===== config.mk =====
export PLATFORM = sky130hd
export DESIGN_NAME = bcd_lcd_sched
export DESIGN_NICKNAME = d
export VERILOG_FILES = /design/src/rtl/bcd_lcd_sched_pkg.sv /design/src/rtl/bcd_lcd_sched_arb.sv /design/src/rtl/bcd_lcd_sched.sv
export SDC_FILE = /design/constraint.sdc
export NUM_CORES = 1
export LEC_CHECK = 0
export BUFFER_PORTS_ARGS = -buffer_cell sky130_fd_sc_hd__buf_4
export CORE_MARGIN = 5
export CORE_UTILIZATION = 45
export CTS_CLUSTER_SIZE = 20
export DETAILED_ROUTE_END_ITERATION = 7
export PLACE_DENSITY_LB_ADDON = 0.05
export SYNTH_ARGS = -nofsm -noshare
export SYNTH_HDL_FRONTEND = slang
export SYNTH_HIERARCHICAL = 1
export SYNTH_SLANG_ARGS = --single-unit

===== constraint.sdc =====
create_clock -name i_clk -period 1.8 [get_ports i_clk]
set_clock_uncertainty 0.1 [all_clocks]
set_input_delay 0 -clock i_clk [delete_from_list [all_inputs] [get_ports i_clk]]
set_output_delay 0 -clock i_clk [all_outputs]
set_load 0.005 [all_outputs]

===== src/rtl/bcd_lcd_sched_pkg.sv =====
// -----------------------------------------------------------------------------
// bcd_lcd_sched_pkg
// Shared definitions for the BCD-to-LCD character scheduler:
//   - state_t       : scheduler FSM states
//   - ASCII_*       : character codes sent to the LCD writer
//   - IDX_*         : char_idx values (which digit is on char_out)
//   - digit_to_ascii: maps one BCD digit plus a blank flag to an ASCII code
// -----------------------------------------------------------------------------
package bcd_lcd_sched_pkg;

    typedef enum logic [2:0] {
        ST_IDLE   = 3'd0,
        ST_LOAD   = 3'd1,
        ST_SEND_H = 3'd2,
        ST_SEND_T = 3'd3,
        ST_SEND_U = 3'd4,
        ST_DONE   = 3'd5
    } state_t;

    localparam logic [7:0] ASCII_ZERO  = 8'h30;
    localparam logic [7:0] ASCII_SPACE = 8'h20;
    localparam logic [7:0] ASCII_ERR   = 8'h3F;

    localparam logic [1:0] IDX_HUNDREDS = 2'd0;
    localparam logic [1:0] IDX_TENS     = 2'd1;
    localparam logic [1:0] IDX_UNITS    = 2'd2;

    // Blank wins over the range check: blanking is decided on the raw digit
    // by the caller, and a blanked digit is by definition zero.
    function automatic logic [7:0] digit_to_ascii(input logic [3:0] digit,
                                                  input logic       blank);
        logic [7:0] chr;
        if (blank) begin
            chr = ASCII_SPACE;
        end else if (digit > 4'd9) begin
            chr = ASCII_ERR;
        end else begin
            chr = ASCII_ZERO + {4'h0, digit};
        end
        return chr;
    endfunction

endpackage


===== src/rtl/bcd_lcd_sched_arb.sv =====
// -----------------------------------------------------------------------------
// rr_arbiter_n
// Combinational round-robin pick: returns the first set request bit found
// searching upward from i_ptr, wrapping past N_REQ-1 back to 0.
// Ports:
//   i_req    : request vector
//   i_ptr    : highest-priority index for this pick (must be < N_REQ)
//   o_valid  : at least one request is set
//   o_idx    : index of the picked requester
//   o_onehot : one-hot form of o_idx (all zero when o_valid is low)
// -----------------------------------------------------------------------------
module rr_arbiter_n #(
    parameter int N_REQ = 2,
    parameter int SRC_W = $clog2(N_REQ)
) (
    input  logic [N_REQ-1:0] i_req,
    input  logic [SRC_W-1:0] i_ptr,
    output logic             o_valid,
    output logic [SRC_W-1:0] o_idx,
    output logic [N_REQ-1:0] o_onehot
);

    // Rotating priority search; the first hit freezes the result.
    always_comb begin
        int  w_sum;
        int  w_k;
        logic w_hit;
        o_valid  = 1'b0;
        o_idx    = '0;
        o_onehot = '0;
        w_sum    = 0;
        w_k      = 0;
        w_hit    = 1'b0;
        for (int i = 0; i < N_REQ; i++) begin
            w_sum       = int'(i_ptr) + i;
            w_k         = (w_sum >= N_REQ) ? (w_sum - N_REQ) : w_sum;
            w_hit       = !o_valid && i_req[w_k];
            o_onehot[w_k] = o_onehot[w_k] | w_hit;
            o_idx       = w_hit ? SRC_W'(w_k) : o_idx;
            o_valid     = o_valid | w_hit;
        end
    end

endmodule


===== src/rtl/bcd_lcd_sched.sv =====
// -----------------------------------------------------------------------------
// bcd_lcd_sched
// Shares one external combinational 8-bit binary-to-BCD converter between
// N_REQ byte sources. A round-robin pick selects a requester, its byte is
// registered onto o_conv_bin, the returned digits are captured, and the value
// is streamed to the LCD writer as three ASCII characters (hundreds, tens,
// units) over a valid/ready handshake.
// Ports:
//   i_clk, i_rst_n        : clock, synchronous active-low reset
//   i_req, i_bin_in       : per-requester request and byte (k at [8k+7:8k])
//   o_gnt, o_done         : one-cycle accept / all-characters-delivered pulses
//   o_conv_bin            : byte presented to the shared converter
//   i_conv_hundreds/tens/units : converter digits
//   o_char_out/valid/idx/src, i_char_ready : character stream to LCD writer
//   o_busy                : high whenever the scheduler is not idle
// -----------------------------------------------------------------------------
module bcd_lcd_sched
    import bcd_lcd_sched_pkg::*;
#(
    parameter int N_REQ         = 2,
    parameter int LEADING_BLANK = 1,
    parameter int SRC_W         = $clog2(N_REQ)
) (
    input  logic                 i_clk,
    input  logic                 i_rst_n,
    input  logic [N_REQ-1:0]     i_req,
    input  logic [8*N_REQ-1:0]   i_bin_in,
    output logic [N_REQ-1:0]     o_gnt,
    output logic [N_REQ-1:0]     o_done,
    output logic [7:0]           o_conv_bin,
    input  logic [3:0]           i_conv_hundreds,
    input  logic [3:0]           i_conv_tens,
    input  logic [3:0]           i_conv_units,
    output logic [7:0]           o_char_out,
    output logic                 o_char_valid,
    input  logic                 i_char_ready,
    output logic [1:0]           o_char_idx,
    output logic [SRC_W-1:0]     o_char_src,
    output logic                 o_busy
);

    state_t             r_state;
    logic [SRC_W-1:0]   r_ptr;
    logic [SRC_W-1:0]   r_src;
    logic [3:0]         r_h;
    logic [3:0]         r_t;
    logic [3:0]         r_u;
    logic [N_REQ-1:0]   r_gnt;
    logic [N_REQ-1:0]   r_done;
    logic [7:0]         r_conv_bin;
    logic [7:0]         r_char_out;
    logic               r_char_valid;
    logic [1:0]         r_char_idx;
    logic [SRC_W-1:0]   r_char_src;
    logic               r_busy;

    logic               w_arb_valid;
    logic [SRC_W-1:0]   w_arb_idx;
    logic [N_REQ-1:0]   w_arb_onehot;
    logic [SRC_W-1:0]   w_next_ptr;
    logic [7:0]         w_bin_sel;
    logic [N_REQ-1:0]   w_src_onehot;
    logic               w_blank_en;
    logic               w_xfer;

    rr_arbiter_n #(
        .N_REQ (N_REQ),
        .SRC_W (SRC_W)
    ) u_arb (
        .i_req    (i_req),
        .i_ptr    (r_ptr),
        .o_valid  (w_arb_valid),
        .o_idx    (w_arb_idx),
        .o_onehot (w_arb_onehot)
    );

    assign w_bin_sel    = i_bin_in[8*w_arb_idx +: 8];
    assign w_next_ptr   = (w_arb_idx == SRC_W'(N_REQ-1)) ? '0 : (w_arb_idx + SRC_W'(1));
    assign w_src_onehot = {{(N_REQ-1){1'b0}}, 1'b1} << r_src;
    assign w_blank_en   = (LEADING_BLANK != 0);
    assign w_xfer       = r_char_valid && i_char_ready;

    // Scheduler FSM with all outputs registered.
    always_ff @(posedge i_clk) begin
        if (!i_rst_n) begin
            r_state      <= ST_IDLE;
            r_ptr        <= '0;
            r_src        <= '0;
            r_h          <= 4'd0;
            r_t          <= 4'd0;
            r_u          <= 4'd0;
            r_gnt        <= '0;
            r_done       <= '0;
            r_conv_bin   <= 8'd0;
            r_char_out   <= 8'd0;
            r_char_valid <= 1'b0;
            r_char_idx   <= 2'd0;
            r_char_src   <= '0;
            r_busy       <= 1'b0;
        end else begin
            // gnt and done are single-cycle pulses.
            r_gnt  <= '0;
            r_done <= '0;
            case (r_state)
                ST_IDLE: begin
                    if (w_arb_valid) begin
                        r_src      <= w_arb_idx;
                        r_conv_bin <= w_bin_sel;
                        r_ptr      <= w_next_ptr;
                        r_gnt      <= w_arb_onehot;
                        r_busy     <= 1'b1;
                        r_state    <= ST_LOAD;
                    end else begin
                        r_busy     <= 1'b0;
                    end
                end
                ST_LOAD: begin
                    // Converter has settled from r_conv_bin during this cycle;
                    // the hundreds character is built straight from its output.
                    r_h          <= i_conv_hundreds;
                    r_t          <= i_conv_tens;
                    r_u          <= i_conv_units;
                    r_char_out   <= digit_to_ascii(i_conv_hundreds,
                                        w_blank_en && (i_conv_hundreds == 4'd0));
                    r_char_valid <= 1'b1;
                    r_char_idx   <= IDX_HUNDREDS;
                    r_char_src   <= r_src;
                    r_state      <= ST_SEND_H;
                end
                ST_SEND_H: begin
                    if (w_xfer) begin
                        r_char_out <= digit_to_ascii(r_t,
                                        w_blank_en && (r_h == 4'd0) && (r_t == 4'd0));
                        r_char_idx <= IDX_TENS;
                        r_state    <= ST_SEND_T;
                    end else begin
                        r_state    <= ST_SEND_H;
                    end
                end
                ST_SEND_T: begin
                    if (w_xfer) begin
                        // Units is never blanked so a value of zero shows '0'.
                        r_char_out <= digit_to_ascii(r_u, 1'b0);
                        r_char_idx <= IDX_UNITS;
                        r_state    <= ST_SEND_U;
                    end else begin
                        r_state    <= ST_SEND_T;
                    end
                end
                ST_SEND_U: begin
                    if (w_xfer) begin
                        r_char_valid <= 1'b0;
                        r_char_out   <= 8'd0;
                        r_char_idx   <= 2'd0;
                        r_done       <= w_src_onehot;
                        r_state      <= ST_DONE;
                    end else begin
                        r_state      <= ST_SEND_U;
                    end
                end
                ST_DONE: begin
                    r_busy  <= 1'b0;
                    r_state <= ST_IDLE;
                end
                default: begin
                    r_char_valid <= 1'b0;
                    r_busy       <= 1'b0;
                    r_state      <= ST_IDLE;
                end
            endcase
        end
    end

    assign o_gnt        = r_gnt;
    assign o_done       = r_done;
    assign o_conv_bin   = r_conv_bin;
    assign o_char_out   = r_char_out;
    assign o_char_valid = r_char_valid;
    assign o_char_idx   = r_char_idx;
    assign o_char_src   = r_char_src;
    assign o_busy       = r_busy;

endmodule


==> results of run 1 <==
-- path summary, 6_finish.rpt --
path                              start                         end  slack (ns)  depth (start not counted)
max             r_state[2]$_SDFFE_PN0P_  o_char_out[3]$_SDFFE_PN0P_        0.17                          4
min                         i_bin_in[4]  o_conv_bin[4]$_SDFFE_PN0P_        0.02                          3
max reg2reg     r_state[2]$_SDFFE_PN0P_  o_char_out[3]$_SDFFE_PN0P_        0.17                          4
min reg2reg  o_char_out[3]$_SDFFE_PN0P_  o_char_out[3]$_SDFFE_PN0P_        0.36                          2
-- worst register-to-register path, stage by stage, from the launching register on --
cell and delay (ns):
dfxtp_1 0.38, or3b_1 0.47, o211ai_2 0.29, o2111ai_1 0.17, a21oi_1 0.16
-- layout by cell type, fill, tap and decap left out, types with 2 or more instances in the layout --
cell,n
mux2i_1,11
a211oi_1,9
and3_1,4
nor4_1,4
or3b_2,2
inv_1,6
dlygate4sd3_1,30
clkbuf_8,6
o21ai_0,4
o211ai_1,3
dfxtp_1,40
nand2_1,33
nand3_1,5
buf_4,66
a21boi_1,3
a21oi_1,29
conb_1,2
o21a_1,5
clkbuf_1,2
nor2_1,18
nand2b_1,2
-- cell families after synthesis --
| logic type | Yosys count |
|---|---|
| compound gates | 66 |
| buf+inv | 23 |
| flops | 40 |
| mux | 12 |
| other cells | 1 |
| simple gates | 76 |
-- metal layers --
metal | track usage | part of all wire
met5 | 0 | 0
met2 | 0.325 | 0.47
met4 | 0.0664 | 0.016
met3 | 0.0575 | 0.072
met1 | 0.240 | 0.44
-- state kept, by name, summed over array words and instances, names as in the netlist --
register,count
o_conv_bin,8
o_char_out,6
r_h,4
r_ptr,1
o_gnt,2
o_done,2
r_src,1
o_char_src,1
o_char_valid,1
r_u,4
r_t,4
o_busy,1
r_state,3
o_char_idx,2
-- layout make-up --
class,instances,area share
multi-input cells,156,0.345
flip-flops and latches,40,0.296
repair buffers,96,0.294
clock buffers,8,0.0333
well taps,50,0.0231
inverters,6,0.00833
-- power by group through the flow --
stage / Clock, mW / Sequential (mW) / Combinational [mW]
floorplan: 0 / 1.05 / 0.311
global placement: 0 / 1.06 / 0.528
detailed placement: 0 / 1.06 / 0.530
CTS: 0.621 / 1.04 / 0.584
global route: 0.667 / 1.05 / 0.648
finish: 0.612 / 1.04 / 0.586
-- cell usage after synthesis --
cell / n
a21boi_1: 3
or3b_2: 2
o32a_1: 1
a21oi_1: 29
or2_1: 1
mux2_2: 1
clkbuf_1: 7
a211o_1: 1
nor2_1: 18
buf_2: 3
o21ai_0: 4
a31oi_1: 1
buf_4: 2
conb_1: 1
o32ai_1: 1
nor4_1: 4
buf_1: 3
nor2b_1: 1
buf_6: 2
o211ai_2: 1
and3_1: 4
or3b_1: 1
nand3_1: 5
a211oi_1: 9
nand2_1: 33
o211ai_1: 3
nor3_1: 2
a2111oi_0: 1
o211a_4: 1
o21a_1: 5
nand3b_1: 1
o221ai_1: 1
nor3b_1: 1
o2111ai_1: 1
nand2b_1: 2
dfxtp_1: 40
a311oi_2: 1
a32o_1: 1
a21o_1: 1
mux2i_1: 11
nand4b_1: 1
o211a_1: 1
inv_1: 6
-- per-stage QoR --
step | setup slack [ns] | instances
global placement | 0.233 | 318
floorplan | 0.175 | 219
global route | 0.0594 | 356
detailed placement | 0.193 | 318
finish | 0.167 | 356
CTS | 0.175 | 356
==> run summary, run 1 <==
outcome -> finished, final reports clean
CTS Buf Count -> 5
Die ar. -> 5460 µm²
Top delay family on crit path -> compound AO/OA/AOI/OAI gates
1st-iter DRT viols -> 46
Max Cap Viol -> 0
vias in the first global route -> 1776
number of buffers added on ports -> 55
H-tree depth -> 2
largest net degree at the start of global routing -> 22
Synth Area in Simple Gates -> 0.191
Max VDD drop -> 0.441 mV
switching pwr -> 0.638 mW
Synth top area share -> 0.436
# DRC -> 0
initial antenna violation count -> 0
Root Driver -> clkbuf_8
Routed WL per cell -> 14.1 µm
Worst Path Arrival -> 1.76 ns
area of the core -> 3970 µm²
Initial Utilization -> 0.463
Pre-antenna DRT Iters -> 4
sequential element share of the synthesized area -> 0.436
CTS clk-pin slew, worst paths -> 0.07 ns
period utilization -> 0.907
Setup crit start kind -> register
footprint of the multi-input gates -> 933 µm²
Post-Syn Area -> 1840 µm²
CP Buf/Inv Count -> 0
Seq cells post-synth -> 40
Setup Viol. Count Final -> 0
Slew Viols, Final -> 0
largest area contributor in the netlist -> dfxtp_1
Clock Sinks -> 40
top cells by area, synth -> dfxtp_1 (44%), a21oi_1 (7.9%), nand2_1 (6.7%), mux2i_1 (6.0%), a211oi_1 (3.7%)
Rows -> 23
largest family of logic cells by synthesized area -> compound AO/OA/AOI/OAI gates
post-CTS setup buffers -> 0
die span in y -> 73.9 µm
kind of critical path -> register to register
CP peak stage delay -> 0.47 ns
Power Total -> 2.24 mW
Synth Area in XOR/XNOR -> 0
Antenna Violating Nets Remaining -> 0
clock tree from TritonCTS -> done
Seq pwr share -> 0.464
Area growth syn-to-layout -> 47.2%
dpl cell area -> 2310 µm²
syn_area_per_cell -> 8.43 µm²
GRT overflow -> 0
FILL cells -> 350
switching power share of the total -> 0.286
final std cell area, no fill -> 2710 µm²
RSZ-0062 raised after global routing -> no
adder-cell area share of the yosys netlist -> 0
GRT Total Usage -> 0.195
global-route wire length before repair -> 8180 µm
Final TNS setup -> 0 ns
diode count -> 0
Ys Warns -> 6
CP cell instances -> or3b_1, o211ai_2, o2111ai_1, a21oi_1
WHS -> 0.0205 ns
Tmin final -> 1.63 ns
Hold WC Path Type -> input pin to register
worst path required time -> 1.93 ns
fraction of layout cells with a size suffix above 1 -> 0.258
post-cts gate resize count -> 0
clk buf depth -> 2
power density cells -> 826 nW/µm²
Post-Route WL -> 5020 µm
Fin. Hold Viols -> 0
LEAKAGE -> 1.15 nW
worst-skew pair later-pin latency -> 0.29 ns
# hold bufs at CTS -> 30
nets -> 338
clock share of power -> 0.274
Netlist cell types -> 43
slowest cell on the critical path -> or3b_1
GPL Wtd Cong -> 0.825
Synth Area in Compound Gates -> 0.244
register area -> 801 µm²
crit-path max FO -> 6
Internal Power -> 1.60 mW
Comb pwr share -> 0.262
CP Capture Type -> register
mux share of post-synthesis cell area -> 0.0660
max frequency -> 0.612 GHz
DP HPWL -> 3270 µm
Die X -> 73.9 µm
Core Util, Final -> 0.681
# IOs -> 58
cell count after synthesis -> 218
Vias per Instance -> 5.14
Via Count -> 1829
Power figures use the tool's default switching activity.
==> run 2, diff against run 1 <==
SYNTH_HIERARCHICAL = unset   (was 1)
==> run summary, run 2 <==
DP HPWL -> 3170 µm (-3.1%)
die span in y -> 73.2 µm (-0.98%)
period utilization -> 0.885 (-0.0221)
# hold bufs at CTS -> 31 (+3.3%)
Layout Cells excl Fill -> 353 (-0.84%)
nets -> 335 (-0.89%)
Synth Flop Type -> dfxtp_1
GPL Wtd Cong -> 0.802 (-2.8%)
Core Util, Final -> 0.683 (+0.00180)
CP cell instances -> nor2_2, and3_1, or2_4, mux2i_1
syn_area_per_cell -> 8.40 µm² (-0.42%)
crit-path max FO -> 9 (+3)
Max VDD drop -> 0.554 mV (+26%)
global-route wire length before repair -> 8020 µm (-1.9%)
area of the core -> 3940 µm² (-0.72%)
sequential element share of the synthesized area -> 0.446 (+0.0100)
placed cell count -> 314 (-1.3%)
power density cells -> 895 nW/µm² (+8.3%)
Largest register FFs -> 8 (unchanged)
Slew Viols, Final -> 0 (unchanged)
pre-CTS setup slack -> 0.206 ns (+0.0136 ns)
Final TNS setup -> 0 ns (unchanged)
Seq pwr share -> 0.432 (-0.032)
CP peak stage delay -> 0.41 ns (-0.06 ns)
GRT overflow -> 0 (unchanged)
Root Driver -> clkbuf_8
slowest cell on the critical path -> dfxtp_1
clock tree from TritonCTS -> done
Via Count -> 1811 (-0.98%)
Vias per Instance -> 5.13 (-0.14%)
CP Buf/Inv Count -> 0 (unchanged)
Fin. Hold Viols -> 0 (unchanged)
Tmin final -> 1.59 ns (-0.0397 ns)
Worst Path Arrival -> 1.72 ns (-0.04 ns)
vias in the first global route -> 1747 (-1.6%)
Hold WC Path Type -> input pin to register
Netlist cell types -> 44 (+2.3%)
Area growth syn-to-layout -> 49.9%
number of buffers added on ports -> 55 (unchanged)
RSZ-0062 raised after global routing -> no
Initial Utilization -> 0.456 (-0.00709)
Post-Syn Area -> 1800 µm² (-2.2%)
R2R Setup Slk -> 0.21 ns (+0.04 ns)
max frequency -> 0.628 GHz (+2.5%)
Synth top area share -> 0.446 (+0.0100)
outcome -> finished, final reports clean
asr flop ratio synth -> 0 (unchanged)
most common cell after layout, fill and taps aside -> buf_4
EDFF count, synth -> 0 (unchanged)
kind of critical path -> register to register
Antenna Violating Nets Remaining -> 0 (unchanged)
Seq cells post-synth -> 40 (unchanged)
Comb pwr share -> 0.235 (-0.027)
post-cts gate resize count -> 0 (unchanged)
Final Worst Setup Slack -> 0.207 ns (+0.0397 ns)
commonest cells in the synthesized netlist -> dfxtp_1 (40), nand2_1 (36), a21oi_1 (29)
Routed WL per cell -> 13.6 µm (-3.3%)
largest net degree at the start of global routing -> 15 (-32%)
clock share of power -> 0.333 (+0.059)
leading cell type by number of instances after synthesis -> dfxtp_1
diode count -> 0 (unchanged)
Max Cap Viol -> 0 (unchanged)
worst path required time -> 1.93 ns (about the same)
post-CTS setup buffers -> 0 (unchanged)
1st-iter DRT viols -> 94 (+100%)
Die X -> 73.2 µm (-0.98%)
clk buf depth -> 2 (unchanged)
Top delay family on crit path -> simple AND/OR/NAND/NOR gates
Die ar. -> 5360 µm² (-2.0%)
LEAKAGE -> 1.14 nW (-1.3%)
Clock Sinks -> 40 (unchanged)
dpl cell area -> 2260 µm² (-2.5%)
H-tree depth -> 2 (unchanged)
Post-Route WL -> 4810 µm (-4.1%)
most frequent cells in the layout -> buf_4 (65), dfxtp_1 (40), nand2_1 (36), dlygate4sd3_1 (31), a21oi_1 (29)
switching power share of the total -> 0.268 (-0.0178)
Rows -> 23 (unchanged)
Ys Warns -> 0 (-6)
fraction of layout cells with a size suffix above 1 -> 0.274 (+0.0158)
# IOs -> 58 (unchanged)
CTS Buf Count -> 5 (unchanged)
CP Capture Type -> register
final std cell area, no fill -> 2690 µm² (-0.46%)
worst-skew pair later-pin latency -> 0.29 ns (about the same)
Power Total -> 2.41 mW (+7.8%)
# DRC -> 0 (unchanged)
Setup Viol. Count Final -> 0 (unchanged)
Pre-antenna DRT Iters -> 4 (unchanged)
Internal Power -> 1.76 mW (+10%)
switching pwr -> 0.645 mW (+1.1%)
Setup crit start kind -> register
cell count after synthesis -> 214 (-1.8%)
largest area contributor in the netlist -> dfxtp_1
initial antenna violation count -> 0 (unchanged)
WHS -> 0.0709 ns (+0.0504 ns)
GRT Total Usage -> 0.194 (-0.000581)
CTS clk-pin slew, worst paths -> 0.08 ns (about the same)
top cells by area, synth -> dfxtp_1 (45%), a21oi_1 (8.1%), nand2_1 (7.5%), a222oi_1 (4.5%), nor2_1 (3.6%)
-- run 2: cell types whose count changed in the layout (fill, tap and decap cells not counted), sizes merged, moves of 4 or more --
cell | before | now
o31ai | 0 | 4
a222oi | 0 | 8
o211ai | 4 | 0
a211oi | 9 | 2
mux2i | 11 | 2
-- run 2: tightest hold or removal path: stages --
cell and delay [ns]:
buf_4 0.09, o21ai_0 0.07, buf_4 0.17, nor2_1 0.09
-- run 2: worst paths after layout --
path / from / cells past startpoint / to
max reg2reg: r_state[1]$_SDFFE_PN0P_ / 4 / o_char_out[0]$_SDFFE_PN0P_
min reg2reg: r_t[0]$_SDFFE_PN0P_ / 2 / r_t[0]$_SDFFE_PN0P_
min: i_req[1] / 4 / o_gnt[0]$_SDFF_PN0_
max: r_state[1]$_SDFFE_PN0P_ / 4 / o_char_out[0]$_SDFFE_PN0P_
-- run 2: area by class of cell --
cell class	instances	area, µm²
clock inverter	1	30.0
multi-input combinational	155	890
tap	50	62.6
inverter	4	15.0
timing repair buffer	96	798
fill	322	1250
sequential	40	801
clock buffer	7	96.3
-- run 2: cells by family after synthesis --
| family | after synthesis | share of synthesized area |
|---|---|---|
| muxes | 3 | 0.0174 |
| AOI/OAI and AO/OA | 65 | 0.237 |
| buffers and inverters | 20 | 0.0613 |
| other | 1 | 0.00209 |
| DFF | 40 | 0.446 |
| and+or+nand+nor | 85 | 0.236 |
-- run 2: power by group through the flow --
| stage | Clock, mW | Combinational, mW | Sequential, mW |
|---|---|---|---|
| floorplan | 0 | 0.308 | 1.04 |
| global placement | 0 | 0.507 | 1.06 |
| detailed placement | 0 | 0.509 | 1.06 |
| CTS | 0.813 | 0.564 | 1.04 |
| global route | 0.855 | 0.631 | 1.06 |
| finish | 0.802 | 0.566 | 1.04 |
-- run 2: layer usage --
| metal | GRT usage | vias to the layer above | wire [µm] |
|---|---|---|---|
| met5 | 0 | - | 0 |
| met4 | 0.0697 | 0 | 124 |
| met3 | 0.0579 | 12 | 294 |
| met2 | 0.303 | 57 | 2150 |
| met1 | 0.254 | 803 | 2240 |
| li1 | - | 939 | - |
